<file path="config.mk">
export PLATFORM = sky130hd
export DESIGN_NAME = data_sampling_mv
export DESIGN_NICKNAME = d
export VERILOG_FILES = /design/src/rtl/data_sampling_mv.sv
export SDC_FILE = /design/constraint.sdc
export NUM_CORES = 1
export LEC_CHECK = 0
export CORE_UTILIZATION = 30
export CTS_BUF_LIST = sky130_fd_sc_hd__clkbuf_2 sky130_fd_sc_hd__clkbuf_4 sky130_fd_sc_hd__clkbuf_8
export CTS_CLUSTER_DIAMETER = 150
export DETAILED_ROUTE_END_ITERATION = 16
export GPL_TIMING_DRIVEN = 0
export PLACE_DENSITY = 0.57
export SYNTH_ARGS = -nofsm -noshare
export SYNTH_HDL_FRONTEND = slang
export SYNTH_SLANG_ARGS = --single-unit
</file>
<file path="constraint.sdc">
create_clock -name CLK -period 4.3 [get_ports CLK]
set_input_delay 0.86 -clock CLK [delete_from_list [all_inputs] [get_ports CLK]]
set_output_delay 0.86 -clock CLK [all_outputs]
set_load 0.05 [all_outputs]
</file>
<file path="src/rtl/data_sampling_mv.sv">
// Majority-vote RX bit sampler: votes NSAMP samples centred on mid-bit and
// emits the bit with a one-cycle valid strobe, a noise flag and a config flag.
module data_sampling_mv #(
    parameter int unsigned PRESCALE_W = 6,
    parameter int unsigned NSAMP      = 3
) (
    input  logic                  CLK,
    input  logic                  RST,
    input  logic [PRESCALE_W-1:0] Prescale,
    input  logic                  RX_IN,
    input  logic                  dat_samp_en,
    input  logic [PRESCALE_W-1:0] edge_cnt,
    output logic                  sampled_bit,
    output logic                  samp_valid,
    output logic                  noise_err,
    output logic                  cfg_err
);

    localparam int unsigned W1   = PRESCALE_W + 1;
    localparam int unsigned CW   = 3;
    localparam int unsigned HALF = (NSAMP - 1) / 2;

    if ((NSAMP % 2) == 0 || NSAMP < 1 || NSAMP > 7) begin : g_bad_nsamp
        $error("data_sampling_mv: NSAMP must be odd and within 1..7");
    end

    typedef enum logic [0:0] {IDLE, ACC} state_t;

    state_t         state, state_nxt;
    logic [CW-1:0]  ones, ones_nxt;
    logic [CW-1:0]  n, n_nxt;
    logic           bit_nxt, valid_nxt, noise_nxt;

    logic [W1-1:0]  ps_c, ctr_c, first_c, last_c, ec_c;
    logic [CW-1:0]  total_c;
    logic           cfg_c, take_c, at_first_c, at_last_c, in_mid_c;

    // Sample window around mid-bit, one bit wider than Prescale so nothing wraps
    assign ps_c       = W1'(Prescale);
    assign ctr_c      = ps_c >> 1;
    assign first_c    = ctr_c - W1'(HALF);
    assign last_c     = ctr_c + W1'(HALF);
    assign ec_c       = W1'(edge_cnt);
    assign cfg_c      = (ctr_c < W1'(HALF)) || (last_c >= ps_c);
    assign take_c     = dat_samp_en && !cfg_c;
    assign at_first_c = (ec_c == first_c);
    assign at_last_c  = (ec_c == last_c);
    assign in_mid_c   = (ec_c > first_c) && (ec_c < last_c);
    assign total_c    = ones + CW'(RX_IN);

    always_ff @(posedge CLK or negedge RST) begin
        if (!RST) begin
            state       <= IDLE;
            ones        <= '0;
            n           <= '0;
            sampled_bit <= 1'b1;
            samp_valid  <= 1'b0;
            noise_err   <= 1'b0;
            cfg_err     <= 1'b0;
        end else begin
            state       <= state_nxt;
            ones        <= ones_nxt;
            n           <= n_nxt;
            sampled_bit <= bit_nxt;
            samp_valid  <= valid_nxt;
            noise_err   <= noise_nxt;
            cfg_err     <= cfg_c;
        end
    end

    // Window FSM; the decision cycle folds the current sample into the vote
    always_comb begin
        state_nxt = state;
        ones_nxt  = ones;
        n_nxt     = n;
        bit_nxt   = sampled_bit;
        noise_nxt = noise_err;
        valid_nxt = 1'b0;

        case (state)
            IDLE: begin
                if (take_c && at_first_c) begin
                    if (at_last_c) begin
                        bit_nxt   = (total_c > CW'(HALF));
                        noise_nxt = (total_c != '0) && (total_c != CW'(NSAMP));
                        valid_nxt = 1'b1;
                        ones_nxt  = '0;
                        n_nxt     = '0;
                    end else begin
                        state_nxt = ACC;
                        ones_nxt  = CW'(RX_IN);
                        n_nxt     = CW'(1);
                    end
                end
            end
            ACC: begin
                if (!take_c) begin
                    state_nxt = IDLE;
                    ones_nxt  = '0;
                    n_nxt     = '0;
                end else if (at_first_c) begin
                    ones_nxt  = CW'(RX_IN);
                    n_nxt     = CW'(1);
                end else if (at_last_c) begin
                    bit_nxt   = (total_c > CW'(HALF));
                    noise_nxt = (total_c != '0) && (total_c != CW'(NSAMP));
                    valid_nxt = 1'b1;
                    state_nxt = IDLE;
                    ones_nxt  = '0;
                    n_nxt     = '0;
                end else if (in_mid_c) begin
                    ones_nxt  = total_c;
                    n_nxt     = n + CW'(1);
                end else begin
                    state_nxt = IDLE;
                    ones_nxt  = '0;
                    n_nxt     = '0;
                end
            end
            default: begin
                state_nxt = IDLE;
                ones_nxt  = '0;
                n_nxt     = '0;
            end
        endcase
    end

endmodule

</file>
# ---- Word level (Yosys, flattened, before mapping)
# Index checks and enable logic that the tools add are counted.
dict set report totals {
  inputBits 16
  output_inout_bits 4
  regBits 8
}
dict set report op_classes {
  magnitude_cmp 5
  bitwise_logic 1
  n_reduce_logical 8
  muxes 29
  n_addsub 3
  n_eq_ne 6
}
# operator count
set op_table {}
lappend op_table {{$mux 1} 19}
lappend op_table {{$mux 3} 5}
lappend op_table {{$pmux 1 s2} 4}
lappend op_table {{$eq 6x7->1} 1}
lappend op_table {{$gt 6x7->1} 1}
lappend op_table {{$add 5x1->6 const B} 1}
lappend op_table {{$eq 6x6->1} 1}
lappend op_table {{$ge 6x6->1} 1}
lappend op_table {{$lt 6x6->1} 1}
lappend op_table {{$pmux 3 s2} 1}
lappend op_table {{$sub 5x1->6 const B} 1}
lappend op_table {{$lt 5x1->1 const B} 1}
lappend op_table {{$logic_and 1x1->1} 4}
lappend op_table {{$ne 2x2->1 const B} 2}
lappend op_table {{$add 3x1->3} 1}
lappend op_table {{$gt 3x1->1 const B} 1}
lappend op_table {{$ne 3x2->1 const B} 1}
lappend op_table {{$reduce_and 3->1} 1}
lappend op_table {{$reduce_bool 3->1} 1}
lappend op_table {{$ne 2x1->1 const B} 1}
lappend op_table {{$logic_not 1->1} 1}
lappend op_table {{$logic_or 1x1->1} 1}
lappend op_table {{$not 1->1} 1}

# ---- Logic depth before layout (Yosys ltp)
dict set report depth {
  word_depth 8
  ltp_mapped 12
  mapped_depth_nobuf 11
}

# ---- Worst setup path after synthesis
# OpenSTA, ideal clock, no wires.
dict set report synth_timing {
  path_type {input port to flip-flop}
  startpoint {input Prescale[3]}
  endpoint {register ones[0]}
  setup_slack_ns 1.268
  arrival_time_ns 2.942
  path_buffers 1
  stages 12
  cell_sequence {buf_4 inv_1 nor3_1 xor2_1 inv_1 ha_1 a211oi_1 nor2_1 a211o_1 a211oi_1 a22oi_1 o221ai_1}
}
dict set report synth_via {
  elab_chain_len 8
}
# item line_no
set synth_rtl {}
lappend synth_rtl {{start, declared} 9} ;# input logic [PRESCALE_W-1:0] Prescale,
lappend synth_rtl {{$sub 5x1->6 or $add 5x1->6 (tied branches)} {41, 42}}
lappend synth_rtl {{$gt 6x7->1 or $lt 6x6->1 (tied branches)} 48} ;# assign in_mid_c = (ec_c > first_c) && (ec_c < last_c);
lappend synth_rtl {{$logic_and 1x1->1} 48}
lappend synth_rtl {{$mux 3} 111} ;# end else if (in_mid_c) begin
lappend synth_rtl {{$mux 3} 104} ;# end else if (at_last_c) begin
lappend synth_rtl {{$mux 3} 101} ;# end else if (at_first_c) begin
lappend synth_rtl {{$mux 3} 97} ;# if (!take_c) begin
lappend synth_rtl {{$pmux 3 s2} 80} ;# case (state)
lappend synth_rtl {{end signal, assigned} 62} ;# ones <= ones_nxt;
lappend synth_rtl {{end, declared} 30} ;# logic [CW-1:0] ones, ones_nxt;
# Several ways; a longest one is shown, not always the timed one. The select of a mux whose other input is x is not followed.
# A chain may end at the register's enable or synchronous reset.

# ---- Worst setup path after layout
dict set report layout_timing {
  startpoint {input Prescale[1]}
  endpoint {register noise_err}
}
dict set report layout_via {
  elab_chain_len 8
}
# item line_no
set layout_rtl {}
lappend layout_rtl {{$add 5x1->6} 42} ;# assign last_c = ctr_c + W1'(HALF);
lappend layout_rtl {{$ge 6x6->1} 44} ;# assign cfg_c = (ctr_c < W1'(HALF)) || (last_c >= ps_c);
lappend layout_rtl {{$logic_or 1x1->1} 44}
lappend layout_rtl {{$logic_not 1->1} 45} ;# assign take_c = dat_samp_en && !cfg_c;
lappend layout_rtl {{$logic_and 1x1->1} 45}
lappend layout_rtl {{$logic_and 1x1->1} 82} ;# if (take_c && at_first_c) begin
lappend layout_rtl {{$ne 2x2->1 (no source line)} -}
lappend layout_rtl {{$reduce_and 3->1 (no source line)} -}
lappend layout_rtl {{end signal, assigned} 66} ;# noise_err <= noise_nxt;
lappend layout_rtl {{end, declared} 15} ;# output logic noise_err,
# Several ways; a longest one is shown, not always the timed one. The select of a mux whose other input is x is not followed.

==> results.md <==
- Worst rel slew slack: between 60% and 70%
- CTS Root Cell: clkbuf_4
- Top cell type by total area after synthesis: ha_1
- Setup Buffers After CTS: 0
- Avg Cell Area, Syn: ~9 µm²
- Number of synthesized register bits: 8
- Endpoint type of the worst setup path: flip-flop
- P&R area growth vs syn: 25.2%
- DP Worst Slack: 0.437 ns
- Post-Syn Area: 1010 µm²
- Status: completed
- H-tree depth: 1
- Synth top area cells: ha_1, dfrtp_1, xnor2_1
- CP top delay family: simple AND/OR/NAND/NOR gates
- Worst path bufs/invs: 2
- Port Buf Inserts: 17
- Commonest cells in the netlist: ha_1, inv_1, xnor2_1
- Pre-antenna DRT Iters: 4
- Largest net degree at the start of global routing: 10
- Final WS setup: roughly 0.67 ns
- Die Ht: between 60 and 70 µm
- Ports: 20
- Tmin final: ~3.6 ns
- Worst Hold Depth: 1
- CTS clk-pin slew, worst paths: 0.05 ns
- Crit-path slowest cell: clkdlybuf4s50_1
- Critical Path Start Type: input port
- Clock Tree Buf Depth: 2
- Drt wl/cell: approximately 12 µm
- Worst path cell trace: clkdlybuf4s50_1 > inv_1 > ha_1 > nor3b_1 > xnor2_1 > ha_1 > nand4b_1 > a211oi_2 > xnor2_1 > nor3b_4 > mux2_4
- Die Wd: between 60 and 70 µm
- Max Cap Violations: 0
- Top-area cell type share of the netlist area: ~25%
- Iteration-0 DRC count of the detailed router: 35
- TritonCTS clock tree: yes
- Final core occ: 40.6%
- FMAX: 276 MHz
- Non-filler cells in the finished layout: approximately 180
- R2R Setup Slk: roughly 2.8 ns
- Leakage: 0.568 nW
- Slew Limit Fails: 0
- Post-synth ARST share: between 90% and 100%
- Sequential share of the synthesized area: approximately 20%
- Sum Neg Setup Slack: 0 ns
- Initial antenna violation count: 0
- Worst r2r path cells: 4
- Post-synth EDFFs: 0
- Die area: roughly 3600 µm²
- Core area: 3130 µm²
- Dpl cells: 172
- Resize count post-CTS: 0
- Vias in the first global route: ~860
- Worst VDD drop: approximately 0.083 mV
- Gate count after technology mapping: about 110
- RSZ-0062 raised after global routing: false
- Global placer's final weighted congestion: 0.809
- Setup Viol. Count Final: 0
- Detailed placer's ending HPWL: approximately 1700 µm
- Count leader, synth: ha_1
- Drt total wl: just over 2000 µm
- Crit Path Category: in2reg
- Nets: between 150 and 200
- Clk_skew: approximately 0.015 ns
- Drt drc: 0
- Antenna Nets Post-Route: 0
- First-pass GRT wire length: between 3000 and 4000 µm
- Data arrival, critical path: around 3.8 ns
- Worst Path Required: ~4.4 ns
- Final Hold Viols: 0
- Row cnt: 20
- Synth cell types: 41
- Ys flop type: dfrtp_1
- Share of layout cells above drive strength 1: a little under an eighth
- Critical path depth: 11
- Number of CTS-inserted buffers: 3
- ANT cells: 0
- Max incr delay on CP: slightly below 0.5 ns
- Syn. warnings: 0
- Slew @ Worst Pin: ~0.50 ns
- Starting Density: approximately 32%
- Clk sinks: 8
- Drt via density: just under 5
- Pwr/cell area: around 260 nW/µm²
- Syn_nets: 147
- Overall routing resource usage: a little over an eighth
- Routed vias: around 850
- # hold bufs at CTS: 0
- Tcrit/Tclk final: between 80% and 90%
- Hold Path Class: reg2reg
- GR Overflow Total: 0
- Clock Latency Late Sink: ~0.26 ns
- Critical-path maximum fanout: 5
==> per-layer routing <==
| metal | vias to the layer above | GRT usage (%) | wire length (µm) |
|---|---|---|---|
| met5 | - | 0 | 0 |
| met2 | 14 | 23.4 | 1050 |
| li1 | 442 | - | - |
| met1 | 388 | 16.8 | 959 |
| met4 | 0 | 6.64 | 13 |
| met3 | 2 | 0.649 | 41 |
==> per-stage QoR <==
stage / cell area [µm²] / total power [mW] / hold WS (ns)
6_report: 1270 / 0.334 / 0.509
2_1_floorplan: 1010 / 0.221 / 0.512
3_3_place_gp: 1240 / 0.260 / 0.499
4_1_cts: 1270 / 0.340 / 0.514
3_5_place_dp: 1240 / 0.265 / 0.496
5_1_grt: 1270 / 0.368 / 0.539
==> registers in the layout, summed over array words and instances, names as in the netlist <==
name,count
noise_err,1
state,1
samp_valid,1
cfg_err,1
ones,3
sampled_bit,1
==> path summary, 6_finish.rpt <==
| check | from | endpoint |
|---|---|---|
| worst max-delay path | Prescale[1] | noise_err$_DFFE_PN0P_ |
| worst min-delay path | noise_err$_DFFE_PN0P_ | noise_err$_DFFE_PN0P_ |
| worst max register to register | state$_DFF_PN0_ | noise_err$_DFFE_PN0P_ |
| worst min register to register | noise_err$_DFFE_PN0P_ | noise_err$_DFFE_PN0P_ |
| max in group asynchronous | RST | sampled_bit$_DFFE_PN1P_ |
| min in group asynchronous | RST | ones[2]$_DFFE_PN0P_ |
==> cell usage in the layout (no fill, tap or decap), types with 2 or more instances in the layout <==
cell             count
dfrtp_1              7
a21oi_1              5
nand2_1              6
nand4b_1             2
nor2_1               5
a211oi_1             2
ha_1                20
o21ai_1              2
nand3_1              2
o211ai_1             2
xnor2_1              8
inv_1               10
mux2_4               2
clkdlybuf4s50_1     17
o21ai_0              2
and4_1               2
nand2b_1             4
clkbuf_4             4
xor2_1               2
nand4_1              2
nor2b_1              4
==> worst register-to-register path: stages, from the launching register on <==
cell and delay (ns):
dfrtp_1 0.32, clkbuf_1 0.31, xnor2_1 0.17, nor3b_4 0.28, mux2_4 0.32
==> area by class of cell <==
class / instances / area [µm²]
Multi-Input combinational cell: 89 / 749
Fill cell: 339 / 1860
Clock buffer: 4 / 30.0
Sequential cell: 8 / 201
Tap cell: 44 / 55.1
Buffer: 3 / 22.5
Timing Repair Buffer: 17 / 170
Inverter: 11 / 41.3
==> cell families (layout without fill, tap and decap cells) <==
group                      count (synthesis)  count (layout)  share of synthesized area [%]
xor gates and xnor gates                  10              10                           8.63
DFF                                        8               8                           19.9
AOI/OAI and AO/OA                         23              23                           16.4
adders and majority gates                 20              20                           24.7
muxes                                      2               2                           2.96
buffers and inverters                     14              35                           6.29
and+or+nand+nor                           34              34                           21.2
==> report_power, final <==
part,internal [mW],total (mW),switching [mW]
registers,0.0906,0.101,0.0103
clock network,0.0419,0.0706,0.0287
logic,0.0815,0.163,0.0813
total,0.214,0.334,0.120
Power figures use the tool's default switching activity.
